**src/rtl/data_mem_master.sv**
```systemverilog
// ============================================================================
//  Module   : data_mem_master
//  Purpose  : Load/store initiator between a 16-bit datapath and a byte-wide,
//             big-endian data memory with range checking and a Done pulse.
//  Revision : 1.0
// ============================================================================
`default_nettype none

module data_mem_master #(
    parameter int MEM_BYTES = 128
) (
    input  logic        Clock,
    input  logic        Reset,
    input  logic        Req,
    input  logic [1:0]  Op,
    input  logic [15:0] Addr,
    input  logic [15:0] WData,
    output logic        Ready,
    output logic        Done,
    output logic        Fault,
    output logic [15:0] LoadData,
    output logic [15:0] MemAddr,
    output logic [7:0]  MemWData,
    output logic        MemWE,
    output logic        MemRE,
    input  logic [7:0]  MemRData
);

    typedef enum logic [1:0] {
        S_IDLE   = 2'd0,
        S_ACC_HI = 2'd1,
        S_ACC_LO = 2'd2,
        S_RESP   = 2'd3
    } state_t;

    localparam logic [16:0] c_MEM_BYTES = 17'(MEM_BYTES);

    state_t      r_state;
    logic [1:0]  r_op;
    logic [15:0] r_addr;
    logic [15:0] r_wdata;
    logic        r_done;
    logic        r_fault;
    logic [15:0] r_loadData;
    logic [15:0] r_memAddr;
    logic [7:0]  r_memWData;
    logic        r_memWE;
    logic        r_memRE;

    logic        w_accept;
    logic        w_isWord;
    logic [16:0] w_lastByte;
    logic        w_outOfRange;

    // Op[1]=0 selects a word access, Op[0]=1 selects a store.
    assign w_isWord     = ~Op[1];
    assign w_lastByte   = {1'b0, Addr} + {16'b0, w_isWord};
    assign w_outOfRange = (w_lastByte >= c_MEM_BYTES);
    assign w_accept     = Req & Ready;

    assign Ready    = (r_state == S_IDLE) & ~Reset;
    assign Done     = r_done;
    assign Fault    = r_fault;
    assign LoadData = r_loadData;
    assign MemAddr  = r_memAddr;
    assign MemWData = r_memWData;
    // Strobes are masked by Reset so an interrupted access never writes.
    assign MemWE    = r_memWE & ~Reset;
    assign MemRE    = r_memRE & ~Reset;

    always_ff @(posedge Clock) begin
        if (Reset) begin
            r_state    <= S_IDLE;
            r_op       <= 2'b00;
            r_addr     <= 16'h0000;
            r_wdata    <= 16'h0000;
            r_done     <= 1'b0;
            r_fault    <= 1'b0;
            r_loadData <= 16'h0000;
            r_memAddr  <= 16'h0000;
            r_memWData <= 8'h00;
            r_memWE    <= 1'b0;
            r_memRE    <= 1'b0;
        end else begin
            case (r_state)
                S_IDLE: begin
                    r_done  <= 1'b0;
                    r_fault <= 1'b0;
                    if (w_accept) begin
                        r_op    <= Op;
                        r_addr  <= Addr;
                        r_wdata <= WData;
                        if (w_outOfRange) begin
                            r_state    <= S_RESP;
                            r_done     <= 1'b1;
                            r_fault    <= 1'b1;
                            r_loadData <= 16'h0000;
                        end else begin
                            r_state   <= S_ACC_HI;
                            r_memAddr <= Addr;
                            if (Op[0]) begin
                                r_memWE    <= 1'b1;
                                r_memWData <= Op[1] ? WData[7:0] : WData[15:8];
                            end else begin
                                r_memRE    <= 1'b1;
                                r_memWData <= 8'h00;
                            end
                        end
                    end
                end

                S_ACC_HI: begin
                    if (!r_op[0]) begin
                        if (r_op[1]) begin
                            r_loadData <= {{8{MemRData[7]}}, MemRData};
                        end else begin
                            r_loadData <= {MemRData, r_loadData[7:0]};
                        end
                    end
                    if (!r_op[1]) begin
                        r_state    <= S_ACC_LO;
                        r_memAddr  <= r_addr + 16'd1;
                        r_memWData <= r_op[0] ? r_wdata[7:0] : 8'h00;
                    end else begin
                        r_state    <= S_RESP;
                        r_done     <= 1'b1;
                        r_fault    <= 1'b0;
                        r_memAddr  <= 16'h0000;
                        r_memWData <= 8'h00;
                        r_memWE    <= 1'b0;
                        r_memRE    <= 1'b0;
                    end
                end

                S_ACC_LO: begin
                    if (!r_op[0]) begin
                        r_loadData <= {r_loadData[15:8], MemRData};
                    end
                    r_state    <= S_RESP;
                    r_done     <= 1'b1;
                    r_fault    <= 1'b0;
                    r_memAddr  <= 16'h0000;
                    r_memWData <= 8'h00;
                    r_memWE    <= 1'b0;
                    r_memRE    <= 1'b0;
                end

                default: begin
                    r_state <= S_IDLE;
                    r_done  <= 1'b0;
                    r_fault <= 1'b0;
                end
            endcase
        end
    end

endmodule

`default_nettype wire

```
**config.mk**
```make
export PLATFORM = sky130hd
export DESIGN_NAME = data_mem_master
export DESIGN_NICKNAME = d
export VERILOG_FILES = /design/src/rtl/data_mem_master.sv
export SDC_FILE = /design/constraint.sdc
export NUM_CORES = 1
export LEC_CHECK = 0
export BUFFER_PORTS_ARGS = -buffer_cell sky130_fd_sc_hd__buf_2
export CAP_MARGIN = 20
export CORE_AREA = 8 8 112 114
export DETAILED_ROUTE_END_ITERATION = 6
export DIE_AREA = 0 0 120 122
export PLACE_DENSITY = 0.59
export SLEW_MARGIN = 10
export SYNTH_ARGS = -nofsm -noshare
export SYNTH_HDL_FRONTEND = slang
export SYNTH_SLANG_ARGS = --single-unit
```
**constraint.sdc**
```tcl
create_clock -name Clock -period 3.7 [get_ports Clock]
set_input_delay 0.555 -clock Clock [delete_from_list [all_inputs] [get_ports Clock]]
set_output_delay 0.555 -clock Clock [all_outputs]
set_load 0.005 [all_outputs]
```
==> metrics.csv <==
stage,metric,value,unit
drt,wire_per_inst,16.42,um
power_and_ir_drop,power,3225,uW
clock_tree,cts_buffers,9,
clock_tree,clkTransAtPathRegs,0.08,ns
timing,period_share,76.68,%
finish,finalNetCount,648,
clock_tree,cts.path.max_buffers,2,
setup_path,arrival,3.08,ns
logic_synthesis,ys_async_sr_fraction,0,%
setup_path,crit_path_end_kind,flip-flop,
floorplanning,fp.dieW,120,um
clock_tree,root_buffer,clkbuf_8,
hold_path,hp-class,in2reg,
clock_tree,htree_levels,3,
drt,viasPerCell,5.377,
setup_path,critical_path_class,in2reg,
logic_synthesis,yosysSeqAreaShare,33.63,%
clock_tree,clk_latency,0.35,ns
timing,worst_pin_slew,0.9512,ns
finish,fillers,1076,
floorplanning,die_area,0.01464,mm2
logic_synthesis,synth_fp_nets,574,
setup_path,critPathMaxFanout,20,
setup_path,ff2ff_path_depth,7,
timing,rsz0062_at_grt,no,
finish,diodes,0,
setup_path,slowest_stage,mux2_2,
timing,fin_tns_setup,0,ns
setup_path,setup.worst_path.start_class,primary input,
drt,drt_iter0_drc,334,
floorplanning,fp.coreArea,0.01070,mm2
logic_synthesis,synth.distinct_cells,47,
logic_synthesis,synth_seq_cells,72,
setup_path,path_cells,buf_2 > inv_1 > ha_1 > ha_1 > inv_1 > nor4_2 > mux2i_1 > a211oi_4 > buf_4 > a31o_2 > mux2_2,
setup_path,r2r-end,LoadData[6],
setup_path,endpoint,LoadData[9],
timing,setup_viol,0,
clock_tree,post_cts_resized,0,
clock_tree,cts_setup_buffers,0,
floorplanning,die_h,122,um
global_routing,antenna_found_initial,0,
setup_path,crit_required,3.94,ns
logic_synthesis,syn_area,0.004287,mm2
setup_path,crit_start,Op[1],
drt,ant_nets,0,
finish,final_common_cell,buf_2,
setup_path,crit_buf_inv,4,
setup_path,cp_num_cells,11,
logic_synthesis,synth_area_per_cell,8.228,um2
drt,vias,3979,
clock_tree,hold_buffers,0,
power_and_ir_drop,vdd_drop_max,0.2940,mV
place,hpwl,8933,um
floorplanning,start_util,40.07,%
timing,hold_viol,0,
global_routing,grt.total_usage,16.43,%
power_and_ir_drop,p_per_area,636.6,mW/mm2
place,dp_slack,0.4914,ns
finish,drive_above_1_share,24.00,%
floorplanning,num_rows,38,
setup_path,reg2reg_from,r_state[0],
hold_path,hold_depth,3,
timing,fmax,352.5,MHz
place,place.gp.congestion,0.9172,
place,port_buffers,89,
timing,drv_slew,0,
logic_synthesis,synth_top_flop_cell,dfxtp_1,
logic_synthesis,postSynthCellCount,521,
drt,routed_wl,12150,um
setup_path,max_stage_delay,0.36,ns
setup_path,cp_top_family,buffers and inverters,
timing,relSlewSlack,36.59,%
timing,fin_ws,0.8630,ns
global_routing,grt_pass1_vias,3862,
global_routing,grt_pass1_wl,19490,um
clock_tree,clock_sinks,72,
timing,finClkSkew,0.007073,ns
finish,final_cell_mix,"buf_2 (89), dfxtp_1 (72), nand2_1 (46)",
outcome,outcome,completed,
logic_synthesis,yosys_warnings,0,
setup_path,worst-r2r-setup-slack,1.12,ns
drt,drc,0,
flow_run,cap_violations,0,
clock_tree,cts_tree,done,
global_routing,grt_overflow_total,0,
global_routing,grt_max_degree,110,
logic_synthesis,synth_enable_flop_cells,0,
finish,areaGrowthSynthToFinish,18.16,%
power_and_ir_drop,p_leak,0.002252,uW
floorplanning,io_pins,90,
drt,drt-pass1-iter-count,5,
timing,fin_crit,2.837,ns
## routing by layer
layer	GRT usage [%]	share of wire (%)
met1	23.40	50
met2	23.65	41
met3	3.054	7.6
met4	7.026	1.7
met5	0	0
## report_power, final
group | internal, uW | switching (uW)
Sequential | 962 | 133
Combinational | 591 | 833
Clock | 395 | 311
## through the flow
stage               area [um2]  hold WS, ns  utilization (%)  instances
floorplan                 4287       0.4482                -        521
global placement          4845       0.4416            45.29        724
detailed placement        4845       0.4475            45.29        724
CTS                       5065       0.3861            47.35        740
global route              5065       0.4080            47.35        740
finish                    5065       0.3999            47.35        740
## cells by family after synthesis
kind of cell,Yosys count,share of synthesized area (%)
AO/OA/AOI/OAI,91,13.75
flip-flops,72,33.63
adder cells (fa/ha/maj),8,2.335
AND/OR/NAND/NOR,238,30.47
buffers and inverters,53,5.020
XOR/XNOR,13,2.656
multiplexers,46,12.14
## cell type report
cell class / instances / area, um2 / area share [%]
Clock buffer: 10 / 137.6 / 2.717
Clock inverter: 6 / 82.58 / 1.630
Inverter: 15 / 56.30 / 1.112
Multi-Input combinational cell: 396 / 2636 / 52.05
Sequential cell: 72 / 1441 / 28.46
Tap cell: 140 / 175.2 / 3.458
Timing Repair Buffer: 101 / 535.5 / 10.57
## worst min-delay path, delay by kind of cell
kind	cells	cell delay, ns
buffers and inverters	1	0.08
and+or+nand+nor	2	0.08
## Yosys cell counts, types with 4 or more instances
cell | instances | share of area, %
o21ai_0 | 15 | 1.8
xor2_1 | 7 | 1.4
nand3_1 | 20 | 2.3
nor3_1 | 6 | 0.70
nor2b_1 | 36 | 5.3
a21oi_1 | 34 | 4.0
dfxtp_1 | 72 | 34
nor2_1 | 42 | 3.7
nand4_1 | 12 | 1.8
mux2i_1 | 25 | 5.8
and4_1 | 4 | 0.82
inv_1 | 15 | 1.3
clkbuf_1 | 29 | 2.5
buf_2 | 4 | 0.47
a31oi_1 | 6 | 0.88
xnor2_1 | 6 | 1.2
nand2_1 | 46 | 4.0
nand2b_1 | 23 | 3.4
mux2_4 | 9 | 3.2
o22ai_1 | 9 | 1.3
a32oi_1 | 8 | 1.6
or3_1 | 4 | 0.58
ha_1 | 8 | 2.3
mux2_2 | 12 | 3.2
nand3b_1 | 35 | 6.1
## sequential cells by signal, summed over array words and instances, names as in the netlist
name / count
Fault: 1
LoadData: 16
Done: 1
r_wdata: 8
MemAddr: 16
r_state: 2
r_memRE: 1
r_memWE: 1
MemWData: 8
r_op: 2
r_addr: 16
## worst min path at each step
stage	start	endpoint	slack, ns
2_1_floorplan	Fault	Fault	0.45
3_3_place_gp	Fault	Fault	0.44
3_5_place_dp	Fault	Fault	0.45
4_1_cts	WData[5]	r_wdata[5]	0.39
5_1_grt	WData[4]	r_wdata[4]	0.41
6_report	WData[5]	r_wdata[5]	0.40
No activity file was read; power rests on OpenSTA's default activity.
